File: src/rtl/nic_channel_ctrl.sv
// nic_channel_ctrl: network interface between one processor and its router port.
// Holds a single-entry input channel buffer (router -> processor) and a
// single-entry output channel buffer (processor -> router), each tracked by a
// two-state EMPTY/FULL machine whose state is the channel's status flag.
// Packet bits are numbered [0:DATA_WIDTH-1] with bit 0 the MSB, so VC_BIT is
// translated to a little-endian storage index below.
module nic_channel_ctrl #(
    parameter int DATA_WIDTH = 64,
    parameter int VC_BIT     = 0
) (
    input  logic                  clk,
    input  logic                  reset,
    input  logic [0:1]            addr,
    input  logic [DATA_WIDTH-1:0] d_in,
    output logic [DATA_WIDTH-1:0] d_out,
    input  logic                  nicEn,
    input  logic                  nicWrEn,
    input  logic                  net_si,
    output logic                  net_ri,
    input  logic [DATA_WIDTH-1:0] net_di,
    output logic                  net_so,
    input  logic                  net_ro,
    output logic [DATA_WIDTH-1:0] net_do,
    input  logic                  net_polarity
);

    localparam int VC_IDX = DATA_WIDTH - 1 - VC_BIT;

    typedef enum logic {
        CH_EMPTY = 1'b0,
        CH_FULL  = 1'b1
    } chan_state_t;

    chan_state_t           in_state;
    chan_state_t           in_next;
    chan_state_t           out_state;
    chan_state_t           out_next;
    logic [DATA_WIDTH-1:0] icb;
    logic [DATA_WIDTH-1:0] ocb;
    logic                  ics;
    logic                  ocs;
    logic                  capture;
    logic                  drain;
    logic                  load;

    assign ics = (in_state == CH_FULL);
    assign ocs = (out_state == CH_FULL);

    // Handshake decode, load-data mux and next-state logic for both channels
    always_comb begin
        in_next  = in_state;
        out_next = out_state;
        net_ri   = 1'b0;
        net_so   = 1'b0;
        d_out    = '0;
        net_do   = '0;
        capture  = 1'b0;
        drain    = 1'b0;
        load     = 1'b0;

        if (reset) begin
            net_ri  = !ics;
            net_so  = ocs && net_ro && (ocb[VC_IDX] == net_polarity);
            net_do  = ocb;
            capture = net_si && net_ri;
            drain   = nicEn && !nicWrEn && (addr == 2'b00) && ics;
            load    = nicEn && nicWrEn && (addr == 2'b10) && !ocs;

            if (nicEn && !nicWrEn) begin
                case (addr)
                    2'b00:   d_out = icb;
                    2'b01:   d_out = {{(DATA_WIDTH-1){1'b0}}, ics};
                    2'b11:   d_out = {{(DATA_WIDTH-1){1'b0}}, ocs};
                    default: d_out = '0;
                endcase
            end
        end

        if (capture) begin
            in_next = CH_FULL;
        end else if (drain) begin
            in_next = CH_EMPTY;
        end

        if (net_so) begin
            out_next = CH_EMPTY;
        end else if (load) begin
            out_next = CH_FULL;
        end
    end

    // Channel state and buffer registers; reset discards any buffered packets
    always_ff @(posedge clk or negedge reset) begin
        if (!reset) begin
            in_state  <= CH_EMPTY;
            out_state <= CH_EMPTY;
            icb       <= '0;
            ocb       <= '0;
        end else begin
            in_state  <= in_next;
            out_state <= out_next;
            if (capture) begin
                icb <= net_di;
            end
            if (load) begin
                ocb <= d_in;
            end
        end
    end

endmodule
File: config.mk
export PLATFORM = sky130hd
export DESIGN_NAME = nic_channel_ctrl
export DESIGN_NICKNAME = d
export VERILOG_FILES = /design/src/rtl/nic_channel_ctrl.sv
export SDC_FILE = /design/constraint.sdc
export NUM_CORES = 1
export LEC_CHECK = 0
export CAP_MARGIN = 0
export CORE_UTILIZATION = 25
export CTS_BUF_LIST = sky130_fd_sc_hd__clkbuf_16
export CTS_CLUSTER_DIAMETER = 40
export DETAILED_ROUTE_END_ITERATION = 7
export SKIP_CTS_REPAIR_TIMING = 1
export SLEW_MARGIN = 30
export SYNTH_ARGS = -nofsm -noshare
export SYNTH_HDL_FRONTEND = slang
export SYNTH_SLANG_ARGS = --single-unit
File: constraint.sdc
create_clock -name clk -period 4.2 [get_ports clk]
set_clock_uncertainty 0.05 [all_clocks]
set_input_delay 1.26 -clock clk [delete_from_list [all_inputs] [get_ports clk]]
set_output_delay 1.26 -clock clk [all_outputs]
set_load 0.01 [all_outputs]
==> results.cfg, run 1 <==
[run_status]
violations = negative setup slack
status = finished with violations

[drt]
drc_errors = 0
routed_wl_um = 16000
postRouteAntennaNets = 0
viasPerCell = 4.06
route.vias.total = 4213
routedWlPerCell_um = 15.4
firstDrtPassIters = 4
drt_iter0_drc = 110

[worst_setup_path]
worst-r2r-cell-count = 4
endpoint = d_out[29]
setup.worst_path.start = addr[0]
cpMaxStageDelayCell = clkdlybuf4s50_1
worst_setup_path_start_kind = primary input
cp.depth = 6
cp_cell_sequence = clkdlybuf4s50_1 -> nor4_4 -> buf_6 -> buf_8 -> and2_1 -> clkdlybuf4s50_1
cpMostUsedCell = clkdlybuf4s50_1
arrival_ns = 3.03
required_ns = 2.89
critical_path_class = in -> out
end_kind = output pin
r2r-end = ocb[32]
path_delay_family = buffers and inverters
cp_num_buf_inv = 4
worst_path_largest_cell_delay_ns = 0.53
critical_path.max_fanout = 16
reg2reg_from = ocs
r2r_slack_ns = 2.33

[global_routing]
antenna_found_initial = 0
overflow = 0
grt_pass1_wl_um = 23800
grt_pass1_vias = 4357
grt_max_degree = 65
track_usage = 0.127

[power]
netSwitchingFraction = 0.256
p_per_area_nw_per_um2 = 499
p_leak_nw = 5.23
clkPwrFrac = 0.306
switchingPower_mw = 1.26
ir_worst_vdd_v = 0.000215
power.share.combinational = 0.273
intPower_mw = 3.66
seqPwrFrac = 0.421

[sta]
rsz0062_at_grt = true
setup_viol = 1
finalHoldViolCount = 0
tightest_slew_ns = 0.575
slew_headroom = 0.616
period_share = 1.03
finalMaxSlewViolations = 0
fin_crit_ns = 4.34
fmax_mhz = 230
finalWorstSetupSlack_ns = -0.141

[clock_tree]
root_buffer = clkbuf_16
clockBufferDepth = 2
insertion_delay_ns = 0.41
h-tree-depth = 4
cts.sinks = 130
cts_made_buffers = 17
clkTransAtPathRegs_ns = 0.06
cts_tree = done

[synthesis]
syn_nets = 565
synth_top_flop_cell = dfrtp_1
ys_warn_count = 0
synthTopCellsByCount = 130 x dfrtp_1, 127 x and2_1, 49 x mux2_1, 49 x mux2_4, 30 x mux2_2
yosys.area_share.simple = 0.144
synth_compound_area_frac = 0.00353
synth_adder_area_share = 0
synth-seq-cells = 130
muxShareOfSynthArea = 0.271
yosys.area.top_type_share = 0.540
yosysMostFrequentCell = dfrtp_1
synth_top_family_by_area = multiplexers
synth_area_leaders = dfrtp_1 54%, and2_1 13%, mux2_4 12%
async_flop_share = 1.00
avgSynthCellArea_um2 = 14.1
syn_inst = 428
synth_edf_count = 0
syn_area_um2 = 6030
synthXorXnorAreaFrac = 0.00145
yosysSeqAreaShare = 0.540
ys_types = 23
yosysTopAreaCell = dfrtp_1

[final_layout]
fillers = 2270
syn_to_final_growth_pct = 63.5
diodes = 0
fin_nets = 843
instances_no_fill = 1038
drive_above_1_share = 0.184
final_area_um2 = 9850

[placement]
dpl_cell_area_um2 = 9050
dpl.cell_count = 1003
hpwl_um = 11000
place.gp.congestion = 0.712
io_buffers = 266

[floorplan]
die_height_um = 157
rows = 56
core_um2 = 23500
boundaryPins = 267
die_area_um2 = 24700
start_util = 0.256
die_x_um = 157

[worst_hold_path]
min_path_type = reg -> reg

[flow_run]
drv_cap = 0
[sequential cells by signal (all words and copies together) (netlist names)]
signal / cells
icb: 64
ocs: 1
ocb: 64
ics: 1
[worst min path at each step]
stage,slack [ns],cells past startpoint,from,to
2_1_floorplan,0.41,1,icb[10],icb[10]
3_3_place_gp,0.41,1,icb[11],icb[11]
3_5_place_dp,0.42,1,icb[55],icb[55]
4_1_cts,0.44,1,icb[55],icb[55]
5_1_grt,0.45,1,icb[7],icb[7]
6_report,0.43,1,icb[55],icb[55]
[cells by family after synthesis]
logic type | after synthesis
and+or+nand+nor | 137
AOI/OAI and AO/OA | 3
muxes | 129
xor gates and xnor gates | 1
DFF | 130
buffers and inverters | 28
[final cells by class]
| cell class | instances | area [µm²] | area share |
|---|---|---|---|
| Clock buffer | 17 | 425 | 0.0432 |
| Clock inverter | 15 | 168 | 0.0170 |
| Inverter | 1 | 3.75 | 0.000381 |
| Multi-Input combinational cell | 270 | 2540 | 0.258 |
| Sequential cell | 130 | 3250 | 0.330 |
| Tap cell | 319 | 399 | 0.0405 |
| Timing Repair Buffer | 286 | 3060 | 0.311 |
[placed cells by master, fill, tap and decap left out, drive strengths merged]
| cell | netlist | routed |
|---|---|---|
| clkdlybuf4s50 | 0 | 202 |
| dfrtp | 130 | 130 |
| mux2 | 128 | 128 |
| and2 | 127 | 127 |
| dlymetal6s2s | 0 | 63 |
| buf | 14 | 20 |
| clkbuf | 13 | 18 |
| inv | 1 | 5 |
| clkinvlp | 0 | 4 |
| clkinv | 0 | 4 |
| bufinv | 0 | 3 |
| nand3 | 2 | 2 |
| nand2 | 2 | 2 |
| nor2 | 2 | 2 |
| nor4 | 1 | 1 |
| mux2i | 1 | 1 |
| o21a | 1 | 1 |
| nor3 | 1 | 1 |
| xor2 | 1 | 1 |
| and2b | 1 | 1 |
| nand4bb | 1 | 1 |
| o21ai | 1 | 1 |
| o22a | 1 | 1 |
[power groups by stage]
| stage | registers [mW] | logic (mW) | clock network, mW |
|---|---|---|---|
| 2_1_floorplan | 1.99 | 0.826 | 0 |
| 3_3_place_gp | 2.09 | 1.34 | 0 |
| 3_5_place_dp | 2.09 | 1.37 | 0 |
| 4_1_cts | 2.08 | 1.37 | 1.56 |
| 5_1_grt | 2.15 | 1.46 | 1.62 |
| 6_report | 2.07 | 1.34 | 1.51 |
[worst reg2reg max path, delay by kind of cell, from the launching register on]
family	cells	cell delay [ns]
simple gates	2	0.56
flops	1	0.43
buf+inv	1	0.35
mux	1	0.35
[stage by stage]
stage / setup TNS [ns] / hold slack (ns) / utilization / power [mW] / setup slack [ns]
final: -0.141 / 0.432 / 0.418 / 4.92 / -0.141
after global routing: -0.211 / 0.446 / 0.418 / 5.23 / -0.211
after CTS: -10.82 / 0.437 / 0.410 / 5.01 / -0.199
after detailed placement: -10.65 / 0.424 / 0.384 / 3.45 / -0.198
after global placement: -8.86 / 0.415 / 0.384 / 3.43 / -0.175
after floorplan: 0 / 0.406 / - / 2.82 / 0.813
[layer usage]
| layer | track usage | vias up | wire length (µm) |
|---|---|---|---|
| li1 | - | 1980 | - |
| met1 | 0.152 | 2063 | 6820 |
| met2 | 0.203 | 168 | 7560 |
| met3 | 0.0573 | 2 | 1560 |
| met4 | 0.0388 | 0 | 57 |
| met5 | 0 | - | 0 |
Power figures use the tool's default switching activity.
==> run 2, diff against run 1 <==
--- a/config.mk
+++ b/config.mk
@@ -9,6 +9,7 @@
 export CORE_UTILIZATION = 25
 export CTS_BUF_LIST = sky130_fd_sc_hd__clkbuf_16
 export CTS_CLUSTER_DIAMETER = 40
+export CTS_CLUSTER_SIZE = 40
 export DETAILED_ROUTE_END_ITERATION = 7
 export SKIP_CTS_REPAIR_TIMING = 1
 export SLEW_MARGIN = 30
==> results of run 2 <==
Same layout as run 1: the final DEF is identical, and so are final timing and power.
==> run 3, diff against run 2 <==
--- a/config.mk
+++ b/config.mk
@@ -12,6 +12,7 @@
 export CTS_CLUSTER_SIZE = 40
 export DETAILED_ROUTE_END_ITERATION = 7
 export SKIP_CTS_REPAIR_TIMING = 1
+export SKIP_LAST_GASP = 1
 export SLEW_MARGIN = 30
 export SYNTH_ARGS = -nofsm -noshare
 export SYNTH_HDL_FRONTEND = slang
==> run 3 against run 2 <==
  * The run still ends with negative setup slack left
  * Clock power hardly changed
  * Sequential share of layout area is 0.46 points higher
  * Register-to-register slack worse by 0.02 ns
  * Power hardly changed
  * Maximum frequency is 1.2% lower
  * Critical path type unchanged
  * Largest power group unchanged
  * Highest routed layer unchanged
==> results.cfg, run 3 (synthesis results as in run 1) <==
[run_status]
status = finished with violations
violations = negative setup slack

[floorplan]
die_area_um2 = 24700
die_x_um = 157
core_um2 = 23500
start_util = 0.256
boundaryPins = 267
rows = 56
die_height_um = 157

[placement]
io_buffers = 266
hpwl_um = 11000
dpl_cell_area_um2 = 9050
place.gp.congestion = 0.712

[worst_setup_path]
worst_path_largest_cell_delay_ns = 0.54
cp_num_buf_inv = 4
critical_path.max_fanout = 16
required_ns = 2.89
end_kind = output pin
cpMaxStageDelayCell = clkdlybuf4s50_1
cpMostUsedCell = clkdlybuf4s50_1
critical_path_class = in -> out
path_delay_family = buffers and inverters
arrival_ns = 3.08
cp_cell_sequence = clkdlybuf4s50_1 -> nor4_4 -> buf_6 -> clkbuf_16 -> and2_1 -> clkdlybuf4s50_1
worst_setup_path_start_kind = primary input

[sta]
rsz0062_at_grt = true
period_share = 1.05
finalMaxSlewViolations = 0
finalHoldViolCount = 0
fmax_mhz = 228
timing.hold.ws_ns = 0.432
setup_viol = 54
setup_tns_ns = -9.32
slew_headroom = 0.616
fin_crit_ns = 4.39
tightest_slew_ns = 0.576
finalWorstSetupSlack_ns = -0.195

[global_routing]
track_usage = 0.127
grt_pass1_vias = 4357
overflow = 0
grt_pass1_wl_um = 23800
grt_max_degree = 65
antenna_found_initial = 0

[power]
p_per_area_nw_per_um2 = 506
ir_worst_vdd_v = 0.000215
p_leak_nw = 4.25

[drt]
viasPerCell = 4.05
routedWlPerCell_um = 15.3
drc_errors = 0
route.vias.total = 4203
drt_iter0_drc = 118
routed_wl_um = 15900
postRouteAntennaNets = 0
firstDrtPassIters = 4

[worst_hold_path]
min_path_type = reg -> reg

[final_layout]
final_common_cell = clkdlybuf4s50_1
largest_registers = icb x64, ocb x64
final_area_um2 = 9720
drive_above_1_share = 0.184
final_cell_mix = 255 x clkdlybuf4s50_1, 130 x dfrtp_1, 127 x and2_1
fin_nets = 843
syn_to_final_growth_pct = 61.2
diodes = 0

[clock_tree]
root_buffer = clkbuf_16
h-tree-depth = 4
insertion_delay_ns = 0.41
cts_made_buffers = 17
clkTransAtPathRegs_ns = 0.06
cts_tree = done
clockBufferDepth = 2
cts.sinks = 130

[flow_run]
drv_cap = 0
-- run 3: worst paths after layout --
path / startpoint / endpoint / slack (ns) / cells after the start
max in group asynchronous: reset / icb[48] / 2.47 / 3
worst max register to register: ocs / ocb[32] / 2.31 / 4
min in group asynchronous: reset / ocs / 0.77 / 2
worst min register to register: icb[55] / icb[55] / 0.43 / 1
worst min-delay path: icb[55] / icb[55] / 0.43 / 1
worst max-delay path: addr[0] / d_out[55] / -0.19 / 6
-- run 3: per-layer routing --
layer	vias to the layer above	global-route usage	routed length (µm)
met5	-	0	0
met4	0	0.0388	91
met3	5	0.0573	1540
met2	167	0.203	7480
met1	2054	0.152	6780
li1	1977	-	-
-- run 3: per-stage QoR --
step                setup slack (ns)  utilization  total power [mW]  instances
finish                        -0.195        0.413              4.92       1038
global route                  -0.248        0.413              5.23       1038
CTS                           -0.199        0.410              5.01       1035
global placement              -0.175        0.384              3.43       1003
detailed placement            -0.198        0.384              3.45       1003
floorplan                      0.813            -              2.82        428
-- run 3: cell type report --
type                    instances  area (µm²)
fillers                      2281       13800
flip-flops and latches        130        3250
clock buffers                  17         425
well taps                     319         399
multi-input cells             270        2540
repair buffers                286        2930
inverters                       1        3.75
clock inverters                15         168
-- run 3: where the power goes --
group	switching [mW]	internal [mW]
sequential	0.263	1.81
combinational	0.419	0.924
clock	0.574	0.930
